--- config.mk ---
export PLATFORM = sky130hd
export DESIGN_NAME = irq_ctrl_seq
export DESIGN_NICKNAME = d
export VERILOG_FILES = /design/src/rtl/irq_ctrl_pkg.sv /design/src/rtl/irq_prio_enc.sv /design/src/rtl/irq_ctrl_seq.sv
export SDC_FILE = /design/constraint.sdc
export NUM_CORES = 1
export LEC_CHECK = 0
export CORE_ASPECT_RATIO = 1.5
export CORE_MARGIN = 3
export CORE_UTILIZATION = 32
export CTS_CLUSTER_SIZE = 8
export DETAILED_ROUTE_END_ITERATION = 12
export HOLD_SLACK_MARGIN = 0.08
export PLACE_DENSITY = 0.66
export RECOVER_POWER = 25
export SYNTH_ARGS = -nofsm -noshare
export SYNTH_HDL_FRONTEND = slang
export SYNTH_SLANG_ARGS = --single-unit
export TNS_END_PERCENT = 10
--- constraint.sdc ---
create_clock -name clk -period 6.1 [get_ports clk]
set_input_delay 1.22 -clock clk [delete_from_list [all_inputs] [get_ports clk]]
set_output_delay 1.22 -clock clk [all_outputs]
set_load 0.01 [all_outputs]
--- src/rtl/irq_ctrl_pkg.sv ---
// ============================================================================
// Module   : irq_ctrl_pkg
// Brief    : Shared state encoding and index helper for the interrupt sequencer
// Revision : 1.0 - initial release
// ============================================================================
`default_nettype none

package irq_ctrl_pkg;

  typedef enum logic [1:0] {
    IDLE  = 2'd0,
    GRANT = 2'd1,
    GAP   = 2'd2
  } irq_state_e;

  // Flat position of (group, channel) in the request/pending vectors
  function automatic int flat_idx(input int grp, input int chan, input int chans);
    return grp * chans + chan;
  endfunction

endpackage

`default_nettype wire

--- src/rtl/irq_prio_enc.sv ---
// ============================================================================
// Module   : irq_prio_enc
// Brief    : Fixed-priority encoder: lowest group wins, highest channel within it
// Revision : 1.0 - initial release
// ============================================================================
`default_nettype none

module irq_prio_enc
  import irq_ctrl_pkg::*;
#(
  parameter int NUM_GROUPS = 3,
  parameter int CHANS      = 9,
  parameter int GRP_W      = (NUM_GROUPS > 1) ? $clog2(NUM_GROUPS) : 1,
  parameter int CHN_W      = (CHANS > 1) ? $clog2(CHANS) : 1
) (
  input  logic [NUM_GROUPS*CHANS-1:0] eligible,
  output logic                        any,
  output logic [GRP_W-1:0]            group,
  output logic [CHN_W-1:0]            chan
);

  logic [NUM_GROUPS-1:0]            w_grp_any;
  logic [NUM_GROUPS-1:0][CHN_W-1:0] w_grp_chan;

  for (genvar g = 0; g < NUM_GROUPS; g++) begin : g_grp
    logic [CHN_W-1:0] w_sel;

    // Ascending scan so the highest set channel is the last one kept
    always_comb begin
      w_sel = '0;
      for (int c = 0; c < CHANS; c++) begin
        if (eligible[g*CHANS + c]) w_sel = CHN_W'(c);
      end
    end

    assign w_grp_any[g]  = |eligible[g*CHANS +: CHANS];
    assign w_grp_chan[g] = w_sel;
  end

  always_comb begin
    any   = |w_grp_any;
    group = '0;
    chan  = '0;
    for (int g = NUM_GROUPS - 1; g >= 0; g--) begin
      if (w_grp_any[g]) begin
        group = GRP_W'(g);
        chan  = w_grp_chan[g];
      end
    end
  end

endmodule

`default_nettype wire

--- src/rtl/irq_ctrl_seq.sv ---
// ============================================================================
// Module   : irq_ctrl_seq
// Brief    : Clocked priority interrupt controller with valid/ack presentation
// Revision : 1.0 - initial release
// ============================================================================
`default_nettype none

module irq_ctrl_seq
  import irq_ctrl_pkg::*;
#(
  parameter int NUM_GROUPS = 3,
  parameter int CHANS      = 9,
  parameter int EDGE_MODE  = 1,
  parameter int GRP_W      = (NUM_GROUPS > 1) ? $clog2(NUM_GROUPS) : 1,
  parameter int CHN_W      = (CHANS > 1) ? $clog2(CHANS) : 1
) (
  input  logic                        clk,
  input  logic                        rst,
  input  logic [CHANS-1:0]            en,
  input  logic [NUM_GROUPS*CHANS-1:0] req,
  input  logic                        irq_ack,
  output logic                        irq_valid,
  output logic [GRP_W-1:0]            irq_group,
  output logic [CHN_W-1:0]            irq_chan,
  output logic [NUM_GROUPS-1:0]       grp_active,
  output logic [NUM_GROUPS*CHANS-1:0] pending
);

  localparam int c_NUM_BITS = NUM_GROUPS * CHANS;

  irq_state_e              r_state, w_state_nxt;
  logic [c_NUM_BITS-1:0]   r_req_q, r_pending, w_pending_nxt, w_clr, w_eligible;
  logic [NUM_GROUPS-1:0]   r_grp_active, w_grp_active_nxt;
  logic                    r_irq_valid, w_valid_nxt;
  logic [GRP_W-1:0]        r_irq_group, w_group_nxt, w_win_grp;
  logic [CHN_W-1:0]        r_irq_chan, w_chan_nxt, w_win_chan;
  logic                    w_any, w_ack_take;

  assign w_ack_take = (r_state == GRANT) && irq_ack;

  always_comb begin
    w_clr = '0;
    for (int b = 0; b < c_NUM_BITS; b++) begin
      if (w_ack_take && (b == flat_idx(int'(r_irq_group), int'(r_irq_chan), CHANS)))
        w_clr[b] = 1'b1;
    end
  end

  // Set is OR'ed in after the clear so a fresh edge survives a same-cycle ack
  if (EDGE_MODE != 0) begin : g_edge
    assign w_pending_nxt = (r_pending & ~w_clr) | (req & ~r_req_q);
  end else begin : g_level
    assign w_pending_nxt = req;
  end

  for (genvar g = 0; g < NUM_GROUPS; g++) begin : g_elig
    assign w_eligible[g*CHANS +: CHANS] = r_pending[g*CHANS +: CHANS] & en;
    assign w_grp_active_nxt[g]          = |w_eligible[g*CHANS +: CHANS];
  end

  irq_prio_enc #(
    .NUM_GROUPS (NUM_GROUPS),
    .CHANS      (CHANS),
    .GRP_W      (GRP_W),
    .CHN_W      (CHN_W)
  ) u_prio_enc (
    .eligible (w_eligible),
    .any      (w_any),
    .group    (w_win_grp),
    .chan     (w_win_chan)
  );

  always_comb begin
    w_state_nxt = r_state;
    w_valid_nxt = r_irq_valid;
    w_group_nxt = r_irq_group;
    w_chan_nxt  = r_irq_chan;
    case (r_state)
      IDLE: begin
        if (w_any) begin
          w_state_nxt = GRANT;
          w_valid_nxt = 1'b1;
          w_group_nxt = w_win_grp;
          w_chan_nxt  = w_win_chan;
        end
      end
      GRANT: begin
        if (irq_ack) begin
          w_state_nxt = GAP;
          w_valid_nxt = 1'b0;
        end
      end
      GAP: begin
        w_state_nxt = IDLE;
        w_valid_nxt = 1'b0;
      end
      default: begin
        w_state_nxt = IDLE;
        w_valid_nxt = 1'b0;
      end
    endcase
  end

  always_ff @(posedge clk) begin
    if (rst) begin
      r_state      <= IDLE;
      r_req_q      <= '0;
      r_pending    <= '0;
      r_grp_active <= '0;
      r_irq_valid  <= 1'b0;
      r_irq_group  <= '0;
      r_irq_chan   <= '0;
    end else begin
      r_state      <= w_state_nxt;
      r_req_q      <= req;
      r_pending    <= w_pending_nxt;
      r_grp_active <= w_grp_active_nxt;
      r_irq_valid  <= w_valid_nxt;
      r_irq_group  <= w_group_nxt;
      r_irq_chan   <= w_chan_nxt;
    end
  end

  assign irq_valid  = r_irq_valid;
  assign irq_group  = r_irq_group;
  assign irq_chan   = r_irq_chan;
  assign grp_active = r_grp_active;
  assign pending    = r_pending;

endmodule

`default_nettype wire

==> flow_summary.yaml, run 1 <==
status:
  status: "complete, but fails checks"
  violations: "max-capacitance violations, max-slew violations"
critical_path:
  cp-end-kind: "flop"
  cp-startpoint: "rst"
  crit_path_cell_trace: "buf_2 -> clkbuf_1 -> o21bai_1 -> a21oi_1"
  start_kind: "input port"
  required_ns: 6.31
  worstPathArrival_ns: 3.66
  crit_end: "pending[22]$_SDFF_PP0_"
  ff2ff_path_depth: 8
  critical_path_class: "in2reg"
  cp_slowest_stage_delay_ns: 1.98
  slowest_stage: "clkbuf_1"
  worstReg2RegStart: "irq_group[1]$_SDFFE_PP0P_"
  crit_fanout: 65
  reg2reg_to: "pending[6]$_SDFF_PP0_"
  r2r_slack_ns: 3.17
layout:
  nets: 428
  fin_util: 0.465
  area_delta_synth_final_pct: 40.9
  insertedDiodeCount: 0
  stdcell_count: 492
  drive_above_1_share: 0.0545
drt:
  vias_per_cell: 5.24
  drt-total-wl_um: 8010
  dr.first_iter.drc_count: 89
  ant_nets: 0
  drc: 0
  vias: 2577
  wire_per_inst_um: 16.3
  first_pass_iters: 5
clock_tree:
  cts_root_buf: "clkbuf_16"
  clkSinkCount: 65
  cts_inserted_buffers: 9
  postCtsSetupBuffers: 0
  clk_latency_ns: 0.33
  htreeDepth: 3
  path_clk_slew_ns: 0.05
  cts_resized: 0
  postCtsHoldBufs: 0
  tritoncts: "done"
  cts_max_path_buffers: 2
floorplanning:
  row_count: 41
  start_util: 0.330
  fp.coreArea_um2: 8410
  die_w_um: 82.1
  boundaryPins: 76
  dieHeight_um: 120
  dieArea_um2: 9860
placed_design:
  place_inst: 478
  io_buffers: 75
  hpwl_um: 6140
  gp_congestion: 0.824
synthesis:
  synth-seq-cells: 65
  synthTopCellsByArea: "dfxtp_1, a21oi_1, nor2b_1"
  synth.most_common_cell: "dfxtp_1"
  synth_nets: 352
  synth_cell_types: 47
  yosysSeqAreaShare: 0.468
  async_reset_ff_frac: 0
  netlist_area_um2: 2780
  synth_area_leader_cell: "dfxtp_1"
  yosys_warnings: 0
  synth_flop_cell: "dfxtp_1"
  syn_inst: 306
  synthTopCellsByCount: "dfxtp_1, a21oi_1, nand2_1"
  syn_avg_cell_area_um2: 9.08
  synth-edff-count: 0
  yosysTopAreaCellShare: 0.468
power_and_ir_drop:
  p_leak_uw: 0.00149
  vdd_drop_max_mv: 0.152
  power_density_nw_per_um2: 314
sta:
  final-hold-violation-count: 0
  fin_crit_sh: 0.565
  setup_viol: 0
  finalSetupTns_ns: 0
  maxSlewHeadroom: -0.869
  rsz0062_at_grt: "no"
  worst_clock_skew_ns: 0.00609
  drv_slew: 66
  max_freq_mhz: 290
  tightestPinTransition_ns: 2.80
  finalCriticalPeriod_ns: 3.45
grt:
  grt_max_degree: 66
  grt.total_usage: 0.169
  antenna_found_initial: 0
  grt_overflow: 0
  grt_pass1_vias: 2473
  grt_pass1_wl_um: 12400
hold_path:
  hp-class: "reg2reg"
job:
  drv_cap: 1
[flip-flops by register name (all words and copies together), names as in the netlist]
signal,flops
grp_active,3
irq_chan,4
irq_group,2
pending,27
r_req_q,27
r_state,2
[power by group]
| group | switching, µW | internal, µW | total [µW] |
|---|---|---|---|
| registers | 27.1 | 457 | 485 |
| clock network | 169 | 351 | 520 |
| logic | 112 | 111 | 223 |
[critical path: cells and delay by family]
| family | cells | cell delay [ns] |
|---|---|---|
| buf+inv | 2 | 2.05 |
| compound gates | 2 | 0.36 |
[cells in the final DEF (no fill, tap or decap), types with 3 or more instances in the layout]
| master | synthesis | routed |
|---|---|---|
| clkbuf_16 | 0 | 9 |
| nand2_1 | 29 | 29 |
| nand3_1 | 10 | 10 |
| nor2_1 | 13 | 13 |
| a32o_1 | 3 | 3 |
| dfxtp_1 | 65 | 65 |
| o21ai_0 | 16 | 16 |
| nor2b_1 | 28 | 28 |
| nor3_1 | 3 | 3 |
| nand4_1 | 3 | 3 |
| nand2b_1 | 26 | 26 |
| clkdlybuf4s50_1 | 0 | 74 |
| o41ai_1 | 7 | 7 |
| a22o_1 | 3 | 3 |
| a22oi_1 | 10 | 10 |
| ha_1 | 6 | 6 |
| a21oi_1 | 38 | 38 |
| a211oi_1 | 4 | 4 |
[worst min path at each step]
stage / from / endpoint / slack [ns] / cells after the start
floorplan: r_req_q[18]$_SDFF_PP0_ / pending[18]$_SDFF_PP0_ / 0.46 / 2
global placement: r_req_q[4]$_SDFF_PP0_ / pending[4]$_SDFF_PP0_ / 0.47 / 2
detailed placement: r_req_q[15]$_SDFF_PP0_ / pending[15]$_SDFF_PP0_ / 0.47 / 2
CTS: r_req_q[15]$_SDFF_PP0_ / pending[15]$_SDFF_PP0_ / 0.48 / 2
global route: r_req_q[3]$_SDFF_PP0_ / pending[3]$_SDFF_PP0_ / 0.50 / 2
finish: r_req_q[15]$_SDFF_PP0_ / pending[15]$_SDFF_PP0_ / 0.48 / 2
[area by class of cell]
| cell class | count | area, µm² |
|---|---|---|
| Tap cell | 107 | 134 |
| Fill cell | 850 | 4500 |
| Sequential cell | 65 | 1300 |
| Clock buffer | 10 | 229 |
| Inverter | 1 | 3.75 |
| Clock inverter | 4 | 70.1 |
| Multi-Input combinational cell | 229 | 1430 |
| Timing Repair Buffer | 76 | 749 |
[routing by layer]
| layer | track usage | up-vias | routed length (µm) |
|---|---|---|---|
| met3 | 0.0458 | 11 | 397 |
| met4 | 0.0759 | 0 | 155 |
| met5 | 0 | - | 0 |
| li1 | - | 1262 | - |
| met1 | 0.194 | 1221 | 3250 |
| met2 | 0.286 | 83 | 4210 |
[through the flow]
step	hold slack (ns)	total power, µW	cell area (µm²)	setup slack, ns
after floorplan	0.462	605	2780	3.61
after global placement	0.469	714	3620	2.94
after detailed placement	0.472	715	3620	2.92
after CTS	0.479	1240	3920	3.26
after global routing	0.497	1280	3920	2.36
final	0.479	1230	3920	2.65
[cell families (layout without fill, tap and decap cells)]
logic type	count (synthesis)	count (layout)	share of synthesized area
xor+xnor	2	2	0.00630
flops	65	65	0.468
fa+ha+maj	7	7	0.0342
compound gates	99	99	0.232
buf+inv	12	91	0.0180
simple gates	121	121	0.241
(Power assumes the default switching activity.)
==> run 2: changes to the inputs <==
clock period = 3.35 ns   (was 6.1 ns; I/O delays follow)
==> run 2 against run 1 <==
Against the previous run:
- the run now ends clean
- sequential power rose by 82%
- final cell count grew 0.41%
- clock skew shrank 0.0028 ns
- clock power increased by 73%
- non-clock buffer count is the same
- setup slack worse by 2.2 ns
- wire length increased by 2.7%
- core utilization is 0.12 points lower
- critical endpoint is now pending[15]$_SDFF_PP0_
- largest power group unchanged
==> flow_summary.yaml, run 2 (same netlist as run 1, synthesis figures left out) <==
grt:
  grt_pass1_wl_um: 12700
  grt_max_degree: 37
  grt_overflow: 0
  grt.total_usage: 0.172
  antenna_found_initial: 0
  grt_pass1_vias: 2545
status:
  status: "finished, final reports clean"
placed_design:
  dpl_cell_area_um2: 3620
  gp_congestion: 0.832
  hpwl_um: 6350
  place_inst: 478
  io_buffers: 75
layout:
  stdcell_count: 494
  insertedDiodeCount: 0
  drive_above_1_share: 0.0517
  fillers: 844
  area_delta_synth_final_pct: 40.5
  layout_commonest_cell: "clkdlybuf4s50_1"
  nets: 428
  final_cell_mix: "clkdlybuf4s50_1, dfxtp_1, a21oi_1"
  stdcell_area_um2: 3910
  fin_util: 0.464
sta:
  worst_clock_skew_ns: 0.00331
  maxSlewHeadroom: 0.0135
  max_freq_mhz: 351
  drv_slew: 0
  tightestPinTransition_ns: 1.48
  rsz0062_at_grt: "no"
  finalCriticalPeriod_ns: 2.85
  fin_crit_sh: 0.850
  finalSetupTns_ns: 0
  setup_viol: 0
  final-hold-violation-count: 0
critical_path:
  cp-end-kind: "flop"
  required_ns: 3.49
  critical_path_class: "reg2reg"
  crit_fanout: 4
  worstPathArrival_ns: 2.99
  start_kind: "flop"
drt:
  vias: 2576
  vias_per_cell: 5.21
  ant_nets: 0
  first_pass_iters: 4
  drt-total-wl_um: 8230
  drc: 0
  wire_per_inst_um: 16.7
  dr.first_iter.drc_count: 169
floorplanning:
  start_util: 0.330
  dieHeight_um: 120
  boundaryPins: 76
  die_w_um: 82.1
  fp.coreArea_um2: 8410
  dieArea_um2: 9860
  row_count: 41
job:
  drv_cap: 0
hold_path:
  hp-class: "reg2reg"
clock_tree:
  cts_inserted_buffers: 9
  tritoncts: "done"
  cts_max_path_buffers: 2
  postCtsSetupBuffers: 0
  clk_latency_ns: 0.32
  postCtsHoldBufs: 0
  clkSinkCount: 65
  cts_resized: 0
  htreeDepth: 3
  path_clk_slew_ns: 0.05
  cts_root_buf: "clkbuf_16"
power_and_ir_drop:
  finalPower_uw: 2190
  power_density_nw_per_um2: 562
  vdd_drop_max_mv: 0.249
  p_leak_uw: 0.00148
-- run 2: cell count changes in the layout (fill, tap and decap cells not counted) --
cell / previous run / this run
buf_2: 1 / 0
bufinv_16: 2 / 1
clkbuf_1: 2 / 5
clkbuf_8: 0 / 1
-- run 2: power breakdown --
group	leakage, µW	switching [µW]	internal [µW]	total, µW
combinational	0.000797	209	200	409
clock	0.000144	308	593	902
sequential	0.000542	49.2	833	882
-- run 2: area by class of cell --
cell class / count / area, µm² / area share
timing repair buffer: 76 / 748 / 0.192
sequential: 65 / 1300 / 0.333
clock inverter: 3 / 40.0 / 0.0103
tap: 107 / 134 / 0.0343
multi-input combinational: 229 / 1430 / 0.366
inverter: 1 / 3.75 / 0.000961
clock buffer: 13 / 250 / 0.0641
-- run 2: final timing paths --
kind | slack (ns) | start | endpoint | depth (start not counted)
setup / recovery | 0.50 | irq_group[1]$_SDFFE_PP0P_ | pending[15]$_SDFF_PP0_ | 8
hold reg to reg | 0.48 | r_req_q[5]$_SDFF_PP0_ | pending[5]$_SDFF_PP0_ | 2
hold / removal | 0.48 | r_req_q[5]$_SDFF_PP0_ | pending[5]$_SDFF_PP0_ | 2
setup reg to reg | 0.50 | irq_group[1]$_SDFFE_PP0P_ | pending[15]$_SDFF_PP0_ | 8
-- run 2: per-stage QoR --
| step | hold WS (ns) | worst slack [ns] |
|---|---|---|
| floorplan | 0.462 | 0.976 |
| global placement | 0.469 | 0.550 |
| detailed placement | 0.473 | 0.559 |
| CTS | 0.480 | 0.540 |
| global route | 0.497 | 0.275 |
| finish | 0.479 | 0.501 |
-- run 2: critical path, cell delays in order, from the launching register on --
cell and delay [ns]:
dfxtp_1 0.40, ha_1 0.27, ha_1 0.22, fa_1 0.47
a31o_2 0.28, nor3_1 0.48, nand3_1 0.23, o21ai_0 0.23
a21oi_1 0.09
-- run 2: routing by layer --
metal  wire length (µm)  vias to the layer above  global-route usage  part of all wire
met4                131                        0              0.0624             0.016
met1               3310                     1221               0.197              0.40
met2               4430                       77               0.306              0.54
met5                  0                        -                   0                 0
li1                   -                     1267                   -                 -
met3                363                       11              0.0323             0.044
